--- src/rtl/atm_pkg.sv ---
// Shared ATM definitions: note codes, denomination values and
// the note dispenser state encoding.
package atm_pkg;

   localparam int NUM_NOTES = 6;

   typedef enum logic [2:0] {
      NOTE_1   = 3'd0,
      NOTE_5   = 3'd1,
      NOTE_10  = 3'd2,
      NOTE_20  = 3'd3,
      NOTE_50  = 3'd4,
      NOTE_100 = 3'd5
   } note_t;

   typedef enum logic [2:0] {
      IDLE,
      SELECT,
      ISSUE,
      GAP,
      DONE,
      FAULT
   } state_t;

   function automatic logic [7:0] note_value(note_t c);
      logic [7:0] v;
      unique case (c)
         NOTE_5:   v = 8'd5;
         NOTE_10:  v = 8'd10;
         NOTE_20:  v = 8'd20;
         NOTE_50:  v = 8'd50;
         NOTE_100: v = 8'd100;
         default:  v = 8'd1;
      endcase
      return v;
   endfunction

endpackage

--- src/rtl/denom_select.sv ---
// Greedy denomination picker: largest note value that still fits
// in the remaining amount.
module denom_select
   import atm_pkg::*;
#(
   parameter int AMT_W = 8
) (
   input  logic [AMT_W-1:0] remaining,
   output note_t            code,
   output logic [AMT_W-1:0] value,
   output logic             zero
);

   always_comb begin
      code = NOTE_1;
      // ascending scan, so the last fitting note is the largest
      for (int i = 0; i < NUM_NOTES; i++) begin
         if (remaining >= AMT_W'(note_value(note_t'(i[2:0]))))
            code = note_t'(i[2:0]);
      end
      value = AMT_W'(note_value(code));
      zero  = (remaining == '0);
   end

endmodule

--- src/rtl/note_dispenser.sv ---
// Breaks a withdrawal into notes, largest first, and hands them one
// at a time to the dispensing mechanism with a spacing gap.
module note_dispenser
   import atm_pkg::*;
#(
   parameter int AMT_W      = 8,
   parameter int GAP_CYCLES = 4,
   parameter int TIMEOUT    = 1000
) (
   input  logic             clk,
   input  logic             res,
   input  logic             start,
   input  logic [AMT_W-1:0] amount,
   input  logic             abort,
   output logic             note_valid,
   output logic [2:0]       note_code,
   input  logic             note_ready,
   output logic             busy,
   output logic             done,
   output logic             fault,
   output logic [AMT_W-1:0] dispensed
);

   localparam int GAP_W = $clog2(GAP_CYCLES + 1);
   localparam int TO_W  = $clog2(TIMEOUT + 1);

   state_t           state_q, state_d;
   logic [AMT_W-1:0] rem_q, rem_d;
   logic [AMT_W-1:0] disp_q, disp_d;
   logic             nv_q, nv_d;
   note_t            code_q, code_d;
   logic             done_q, done_d;
   logic             fault_q, fault_d;
   logic             busy_q, busy_d;
   logic [GAP_W-1:0] gap_q, gap_d;
   logic [TO_W-1:0]  to_q, to_d;

   note_t            sel_code;
   logic [AMT_W-1:0] sel_value;
   logic             sel_zero;
   logic             hs;

   denom_select #(
      .AMT_W(AMT_W)
   ) u_sel (
      .remaining(rem_q),
      .code     (sel_code),
      .value    (sel_value),
      .zero     (sel_zero)
   );

   assign hs = nv_q & note_ready;

   always_comb begin
      state_d = state_q;
      rem_d   = rem_q;
      disp_d  = disp_q;
      nv_d    = nv_q;
      code_d  = code_q;
      gap_d   = gap_q;
      to_d    = to_q;
      unique case (state_q)
         IDLE: begin
            if (start) begin
               rem_d   = amount;
               disp_d  = '0;
               state_d = SELECT;
            end
         end
         SELECT: begin
            if (abort) begin
               nv_d    = 1'b0;
               state_d = IDLE;
            end else if (sel_zero) begin
               state_d = DONE;
            end else begin
               code_d  = sel_code;
               nv_d    = 1'b1;
               to_d    = '0;
               state_d = ISSUE;
            end
         end
         ISSUE: begin
            // remaining is untouched since SELECT, so the picker
            // still reports the value of the pending note
            if (hs) begin
               rem_d   = rem_q - sel_value;
               disp_d  = disp_q + sel_value;
               nv_d    = 1'b0;
               gap_d   = GAP_W'(GAP_CYCLES - 1);
               state_d = abort ? IDLE : GAP;
            end else if (abort) begin
               nv_d    = 1'b0;
               state_d = IDLE;
            end else if (to_q == TO_W'(TIMEOUT - 1)) begin
               nv_d    = 1'b0;
               state_d = FAULT;
            end else begin
               to_d = to_q + 1'b1;
            end
         end
         GAP: begin
            if (abort) begin
               state_d = IDLE;
            end else if (gap_q == '0) begin
               state_d = SELECT;
            end else begin
               gap_d = gap_q - 1'b1;
            end
         end
         DONE: begin
            state_d = IDLE;
         end
         FAULT: begin
            if (abort)
               state_d = IDLE;
         end
         default: begin
            nv_d    = 1'b0;
            state_d = IDLE;
         end
      endcase
      done_d  = (state_d == DONE);
      fault_d = (state_d == FAULT);
      busy_d  = (state_d != IDLE);
   end

   always_ff @(posedge clk or negedge res) begin
      if (!res) begin
         state_q <= IDLE;
         rem_q   <= '0;
         disp_q  <= '0;
         nv_q    <= 1'b0;
         code_q  <= NOTE_1;
         done_q  <= 1'b0;
         fault_q <= 1'b0;
         busy_q  <= 1'b0;
         gap_q   <= '0;
         to_q    <= '0;
      end else begin
         state_q <= state_d;
         rem_q   <= rem_d;
         disp_q  <= disp_d;
         nv_q    <= nv_d;
         code_q  <= code_d;
         done_q  <= done_d;
         fault_q <= fault_d;
         busy_q  <= busy_d;
         gap_q   <= gap_d;
         to_q    <= to_d;
      end
   end

   assign note_valid = nv_q;
   assign note_code  = code_q;
   assign busy       = busy_q;
   assign done       = done_q;
   assign fault      = fault_q;
   assign dispensed  = disp_q;

endmodule

--- config.mk ---
export PLATFORM = sky130hd
export DESIGN_NAME = note_dispenser
export DESIGN_NICKNAME = d
export VERILOG_FILES = /design/src/rtl/atm_pkg.sv /design/src/rtl/denom_select.sv /design/src/rtl/note_dispenser.sv
export SDC_FILE = /design/constraint.sdc
export NUM_CORES = 1
export LEC_CHECK = 0
export CAP_MARGIN = 20
export CELL_PAD_IN_SITES_DETAIL_PLACEMENT = 2
export CELL_PAD_IN_SITES_GLOBAL_PLACEMENT = 2
export CORE_MARGIN = 1
export CORE_UTILIZATION = 32
export DETAILED_ROUTE_END_ITERATION = 8
export PLACE_DENSITY = 0.81
export SYNTH_ARGS = -nofsm -noshare
export SYNTH_HDL_FRONTEND = slang
export SYNTH_SLANG_ARGS = --single-unit
--- constraint.sdc ---
create_clock -name clk -period 3.1 [get_ports clk]
set_clock_uncertainty 0.2 [all_clocks]
set_input_delay 0.93 -clock clk [delete_from_list [all_inputs] [get_ports clk]]
set_output_delay 0.93 -clock clk [all_outputs]
set_load 0.03 [all_outputs]
-- Word level (Yosys, flattened, before mapping)
Index checks and enable logic that the tools add are counted.
- add/subtract/negate cells: 4
- multipliers: 0
- div/mod/pow operators: 0
- $lt $le $gt $ge: 5
- equal/unequal tests: 24
- shift operators: 0
- muxes and demuxes: 39
- bitwise gates (word level): 4
- reductions and logical operators: 13
- operator list (cell ; count):
    $mux 10 ; 5
    $mux 3 ; 14
    $pmux 7 s5 ; 1
    $mux 8 ; 4
    $pmux 8 s2 ; 2
    $pmux 10 s2 ; 1
    $eq 3x3->1 const B ; 6
    $ne 2x2->1 const B ; 9
    $pmux 3 s5 ; 1
    $eq 3x2->1 const B ; 4
    $add 10x1->10 const B ; 1
    $eq 10x10->1 const B ; 1
    $reduce_and 3->1 ; 3
    $add 8x8->8 ; 1
    $ge 8x3->1 const B ; 1
    $ge 8x4->1 const B ; 1
    $ge 8x5->1 const B ; 1
    $ge 8x6->1 const B ; 1
    $ge 8x7->1 const B ; 1
    $logic_not 8->1 ; 1
    $sub 8x8->8 ; 1
    $eq 3x1->1 const B ; 2
    $logic_not 3->1 ; 2
    $mux 1 ; 6
    other kinds (13) ; 19
- register bits after elaboration: 39
- latch bits: 0
- bits in writable memories: 0
- memory bits (read-only): 0
- input port bits: 13
- output and inout port bits: 15
- word-level logic and storage cells: 99
- memories kept: 0

-- Longest topological paths before layout
Gate-level depths: netlist of the first run.
- word-level depth: 11
- gate-level depth with buffers: 13
- mapped depth without buffers: 12

-- By module
A second synthesis of the first run with hierarchy kept.
- cell total of the unflattened synthesis: 316
- area, all modules: 2718.9 µm²
- modules (own cells, without submodules) (module ; times used ; cells each ; area an instance (µm²) ; seq. area each (µm²)):
    note_dispenser ; 1 ; 288 ; 2523.7 ; 975.9
    denom_select ; 1 ; 28 ; 195.2 ; 0.0

-- Worst setup path after synthesis of the first run
Ideal clock, no wire load.
- path type: register to register
- from: register rem_q[1]
- to: register rem_q[7]
- arrival time: 2624 ps
- setup slack: 207 ps
- cell stages (with the launch flop): 13
- path buffers: 1
- clock period less this slack: 2893 ps
- cell sequence: dfrtp_1 > o311ai_0 > and2_1 > buf_2 > inv_2 > o21a_1 > nand2_1 > ha_1 > nor2b_1 > o31ai_1 > a211oi_1 > a2111o_1 > nand3_1
- longest elaborated chain between the ends: 11
- ends and longest elaborated chain (item ; RTL line ; text):
    start: declaration ; note_dispenser.sv:28 ; logic [AMT_W-1:0] rem_q, rem_d;
    start signal: assignment ; note_dispenser.sv:142 ; rem_q <= rem_d;
    $ge 8x3->1 ; denom_select.sv:18 ; if (remaining >= AMT_W'(note_value(note_t'(i[2:0]))))
    $mux 1 ; denom_select.sv:18 ;
    $mux 2 (2 in a row) ; denom_select.sv:18 ;
    $mux 3 (2 in a row) ; denom_select.sv:18 ;
    $eq 3x3->1 (tied with other cells) ; atm_pkg.sv:27 ; unique case (c)
    $pmux 7 s5 ; atm_pkg.sv:27 ;
    $sub 8x8->8 (*) ; note_dispenser.sv:87 ; rem_d = rem_q - sel_value;
    $mux 8 (*) ; note_dispenser.sv:86 ; if (hs) begin
    $pmux 8 s2 (*) ; note_dispenser.sv:62 ; unique case (state_q)
Mark *: on every way between the ends. The rest lies on a longest branch, timed or not. The select of a mux whose other input is x is not followed.
A chain may end at the register's enable or synchronous reset.

-- Worst setup path after layout of the first run
- from: register rem_q[2]
- to: register rem_q[7]
Same word-level chain as after synthesis.

==> results of run 1 <==
-- worst paths after layout --
check | to | slack (ps) | cells after the start
max | rem_q[7] | 180 | 11
min | gap_q[0] | 280 | 1
max reg2reg | rem_q[7] | 180 | 11
min reg2reg | gap_q[0] | 280 | 1
max in group asynchronous | rem_q[3] | 1820 | 2
min in group asynchronous | done | 490 | 2
-- sequential cells by signal, summed over array words and instances, names as in the netlist --
name	cells
busy	1
note_code	3
rem_q	8
note_valid	1
dispensed	8
gap_q	3
state_q	3
fault	1
to_q	10
done	1
-- routing by layer --
layer | up-vias | GRT usage | wire [um]
li1 | 1106 | - | -
met1 | 1197 | 0.248 | 3480
met2 | 27 | 0.343 | 3840
met3 | 9 | 0.0276 | 135
met4 | 0 | 0.0582 | 108
met5 | - | 0 | 0
-- Yosys cell counts (2+ instances only) --
cell type,count
sky130_fd_sc_hd__or3_1,5
sky130_fd_sc_hd__and3_1,2
sky130_fd_sc_hd__a221o_1,2
sky130_fd_sc_hd__xor2_1,4
sky130_fd_sc_hd__xnor2_1,9
sky130_fd_sc_hd__fa_1,2
sky130_fd_sc_hd__a21o_1,2
sky130_fd_sc_hd__a211oi_1,3
sky130_fd_sc_hd__ha_1,17
sky130_fd_sc_hd__buf_2,4
sky130_fd_sc_hd__o31ai_1,2
sky130_fd_sc_hd__nor2b_1,3
sky130_fd_sc_hd__nand4_1,4
sky130_fd_sc_hd__nand3b_1,2
sky130_fd_sc_hd__a22oi_1,4
sky130_fd_sc_hd__o21ai_1,10
sky130_fd_sc_hd__nand2_1,28
sky130_fd_sc_hd__mux2i_1,2
sky130_fd_sc_hd__inv_1,15
sky130_fd_sc_hd__o311ai_0,2
sky130_fd_sc_hd__nor2_1,24
sky130_fd_sc_hd__o21ai_0,17
sky130_fd_sc_hd__nand3_1,12
sky130_fd_sc_hd__a31oi_1,3
sky130_fd_sc_hd__a21oi_1,19
sky130_fd_sc_hd__dfrtp_1,39
sky130_fd_sc_hd__o31a_1,2
sky130_fd_sc_hd__clkbuf_1,6
sky130_fd_sc_hd__nor3_1,8
sky130_fd_sc_hd__o21a_1,3
sky130_fd_sc_hd__a32oi_1,2
sky130_fd_sc_hd__and2_1,4
sky130_fd_sc_hd__nor4_1,2
sky130_fd_sc_hd__nand2b_1,3
-- power breakdown --
group / internal (mW) / total (mW) / switching, mW
clock network: 0.157 / 0.367 / 0.210
registers: 0.671 / 0.907 / 0.236
logic: 0.982 / 2.28 / 1.30
total: 1.81 / 3.55 / 1.74
-- metrics by stage --
step	setup TNS, ps	setup WS (ps)
2_1_floorplan	0	207
3_3_place_gp	0	51.8
6_report	0	177
4_1_cts	0	9.77
5_1_grt	-65.5	-28.6
3_5_place_dp	0	9.12
-- cell families (layout without fill, tap and decap cells) --
family	count (synthesis)	after routing
adder cells (fa/ha/maj)	19	19
AO/OA/AOI/OAI	80	80
XOR/XNOR	13	13
AND/OR/NAND/NOR	105	105
flip-flops	39	39
multiplexers	2	2
buffers and inverters	26	67
-- area by class of cell --
type,instances,share of cell area
flip-flops and latches,39,0.311
clock buffers,5,0.0218
inverters,16,0.0191
multi-input cells,219,0.479
clock inverters,3,0.00635
repair buffers,43,0.122
well taps,102,0.0405
-- timing repair --
action                     in CTS  in global routing
gates cloned                    0                  0
pin swaps                       0                  2
gates resized for setup         2                 13
buffers inserted                0                  2
setup endpoints to repair       3                  7
==> PnR_summary.wiki, run 1 <==
{| class="wikitable"
! Metric !! Value
|-
| Number of antenna violations at the first check in global routing || 0
|-
| Count of nets after finishing || about 360
|-
| Commonest non-fill, non-tap cells in the layout || sky130_fd_sc_hd__dfrtp_1 (35), sky130_fd_sc_hd__nand2_1 (28), sky130_fd_sc_hd__clkdlybuf4s50_1 (26), sky130_fd_sc_hd__nor2_1 (22)
|-
| Combined global-route utilization of all metal layers || 0.196
|-
| Fraction of final layout cells sized beyond drive strength 1 || 0.135
|-
| Critical path cell sequence || o311ai_0 -> nor2b_2 -> buf_4 -> inv_1 -> o22ai_1 -> inv_1 -> ha_1 -> nor3_1 -> a211oi_1 -> a2111o_1 -> nand3_1
|-
| Critical R2R Launch || rem_q[2]
|-
| Area of the multi-input gates || 1510 sq um
|-
| Number of violations reported at the end of detailed-routing iteration 0 || 58
|-
| Endpoints failing hold || 0
|-
| P_leak || between 1 and 1.5 nW
|-
| TritonCTS clock tree || yes
|-
| Mapped Avg Cell Area || 8.99 sq um
|-
| Vias || 2,339
|-
| Remaining global-route overflow || 0
|-
| Die Wd || between 90 and 100 um
|-
| Status || complete, no violations
|-
| Count of pins on the block boundary || 28
|-
| Peak Freq || roughly 0.34 GHz
|-
| Setup-violating endpoint count in the final report || 0
|-
| Max-slew violations || 0
|-
| Post-layout power || between 3 and 4 mW
|-
| EDFF count, synth || 0
|-
| Top cells by area in the synthesized netlist || sky130_fd_sc_hd__dfrtp_1 (38%), sky130_fd_sc_hd__ha_1 (8.3%), sky130_fd_sc_hd__nand2_1 (4.1%)
|-
| Worst hold slack || 280 ps
|-
| Slew HR || 0.645
|-
| Placer's final routability congestion estimate || 0.799
|-
| Critical Setup Path Class || register to register
|-
| Max stage delay on crit path || roughly 470 ps
|-
| Compound-Gate Fraction of Synth Area || 0.206
|-
| Placed inst area || roughly 3000 sq um
|-
| Register Area || 981 sq um
|-
| Initial Util || 0.330
|-
| Post-DP HPWL || between 5000 and 6000 um
|-
| CP Data Arrival Time || around 3000 ps
|-
| Buffers added on ports || 27
|-
| Cts-stage hold buffer count || 0
|-
| Final Instance Area || roughly 3200 sq um
|-
| Cell type contributing the most total cell area after synthesis || sky130_fd_sc_hd__dfrtp_1
|-
| Required time of the worst setup path || between 3000 and 4000 ps
|-
| Post-synthesis cell area || ~2600 sq um
|-
| Dominant combinational cell family by area after synthesis || simple AND/OR/NAND/NOR gates
|-
| Sequential area share after synthesis || 0.382
|-
| CP Capture Type || register
|-
| Synthesis warning total || 0
|-
| Count of mapped cells out of synthesis || 284
|-
| Largest delay share family, worst path || compound AO/OA/AOI/OAI gates
|-
| Cell Count Post-Placement || ~420
|-
| Pin slew with the least headroom to its limit || between 500 and 600 ps
|-
| Via density per instance || between 5 and 6
|-
| Die Footprint || about 8300 sq um
|-
| Average detailed-routed wire length per instance || 17.7 um
|-
| Post-route minimum period || between 2000 and 3000 ps
|-
| Vias in the first global route || around 2,600
|-
| Multiplexer area fraction after synthesis || 0.00784
|-
| Cts bufs inserted || 5
|-
| Maximum number of pins on one net before global-route repair || 40
|-
| Site Rows || 32
|-
| Overall routed net length || between 7000 and 8000 um
|-
| Non-filler instance count after layout || between 400 and 500
|-
| Proportion of synthesized flip-flops having asynchronous set or reset || 1.00
|-
| Most common library cell in the layout ignoring fill and taps || sky130_fd_sc_hd__dfrtp_1
|-
| Post-CTS clock slew at the launch and capture registers of the worst setup and hold paths || roughly 80 ps
|-
| Area growth from synthesis to layout || 23.4%
|-
| Period utilization || 0.943
|-
| Placeable Area || between 7000 and 8000 sq um
|-
| Type of the worst min-delay path || register to register
|-
| Count of buffering cells on the critical path with inverters included || 3
|-
| CTS root buffer || sky130_fd_sc_hd__clkbuf_8
|-
| Pwr/cell area || approximately 1100 nW/um^2
|-
| CP dominant cell by count || sky130_fd_sc_hd__inv_1
|-
| Global-route wire length before repair || about 13,000 um
|-
| Synthesized-area fraction occupied by adder cells || 0.0990
|-
| Max H-tree Level || 2
|-
| Post-synth top area share || 0.382
|-
| Die boundary height || 91.3 um
|-
| Peak VDD IR || ~0.42 mV
|-
| Post-synthesis share of cell area spent on and, or, nand and nor gates || 0.220
|-
| Hold path startpoint || gap_q[0]
|-
| Final cell utilization of the core || 0.408
|-
| Net count after synthesis || about 320
|-
| MaxCap Viol Count || 0
|-
| Biggest fanout along the worst timing path || 7
|-
| Diode count || 0
|-
| Number of buffers on the longest clock path || 2
|-
| Post-synth top flop || sky130_fd_sc_hd__dfrtp_1
|-
| Critical-path top delay cell || sky130_fd_sc_hd__dfrtp_2
|-
| Number of different library cells in the post-synthesis netlist || between 50 and 60
|-
| XOR/XNOR share of the synthesized area || 0.0446
|-
| TritonRoute pass-1 iters || 4
|-
| Worst-Skew Late Latency || 300 ps
|-
| First element of the critical path || rem_q[2]
|-
| Final-layout fill cell count || roughly 880
|-
| DRC violation count after routing || 0
|-
| Sinks on the clock net || 39
|-
| Critical path launch point type || register
|-
| Post-DRT Antenna Nets || 0
|-
| Number of storage elements in the synthesis netlist || 39
|}
(Power assumes the default switching activity.)
==> run 2, diff against run 1 <==
- CTS_CLUSTER_SIZE: default -> 12
==> results of run 2 <==
Same layout as run 1: the final DEF is identical, and so are final timing and power.
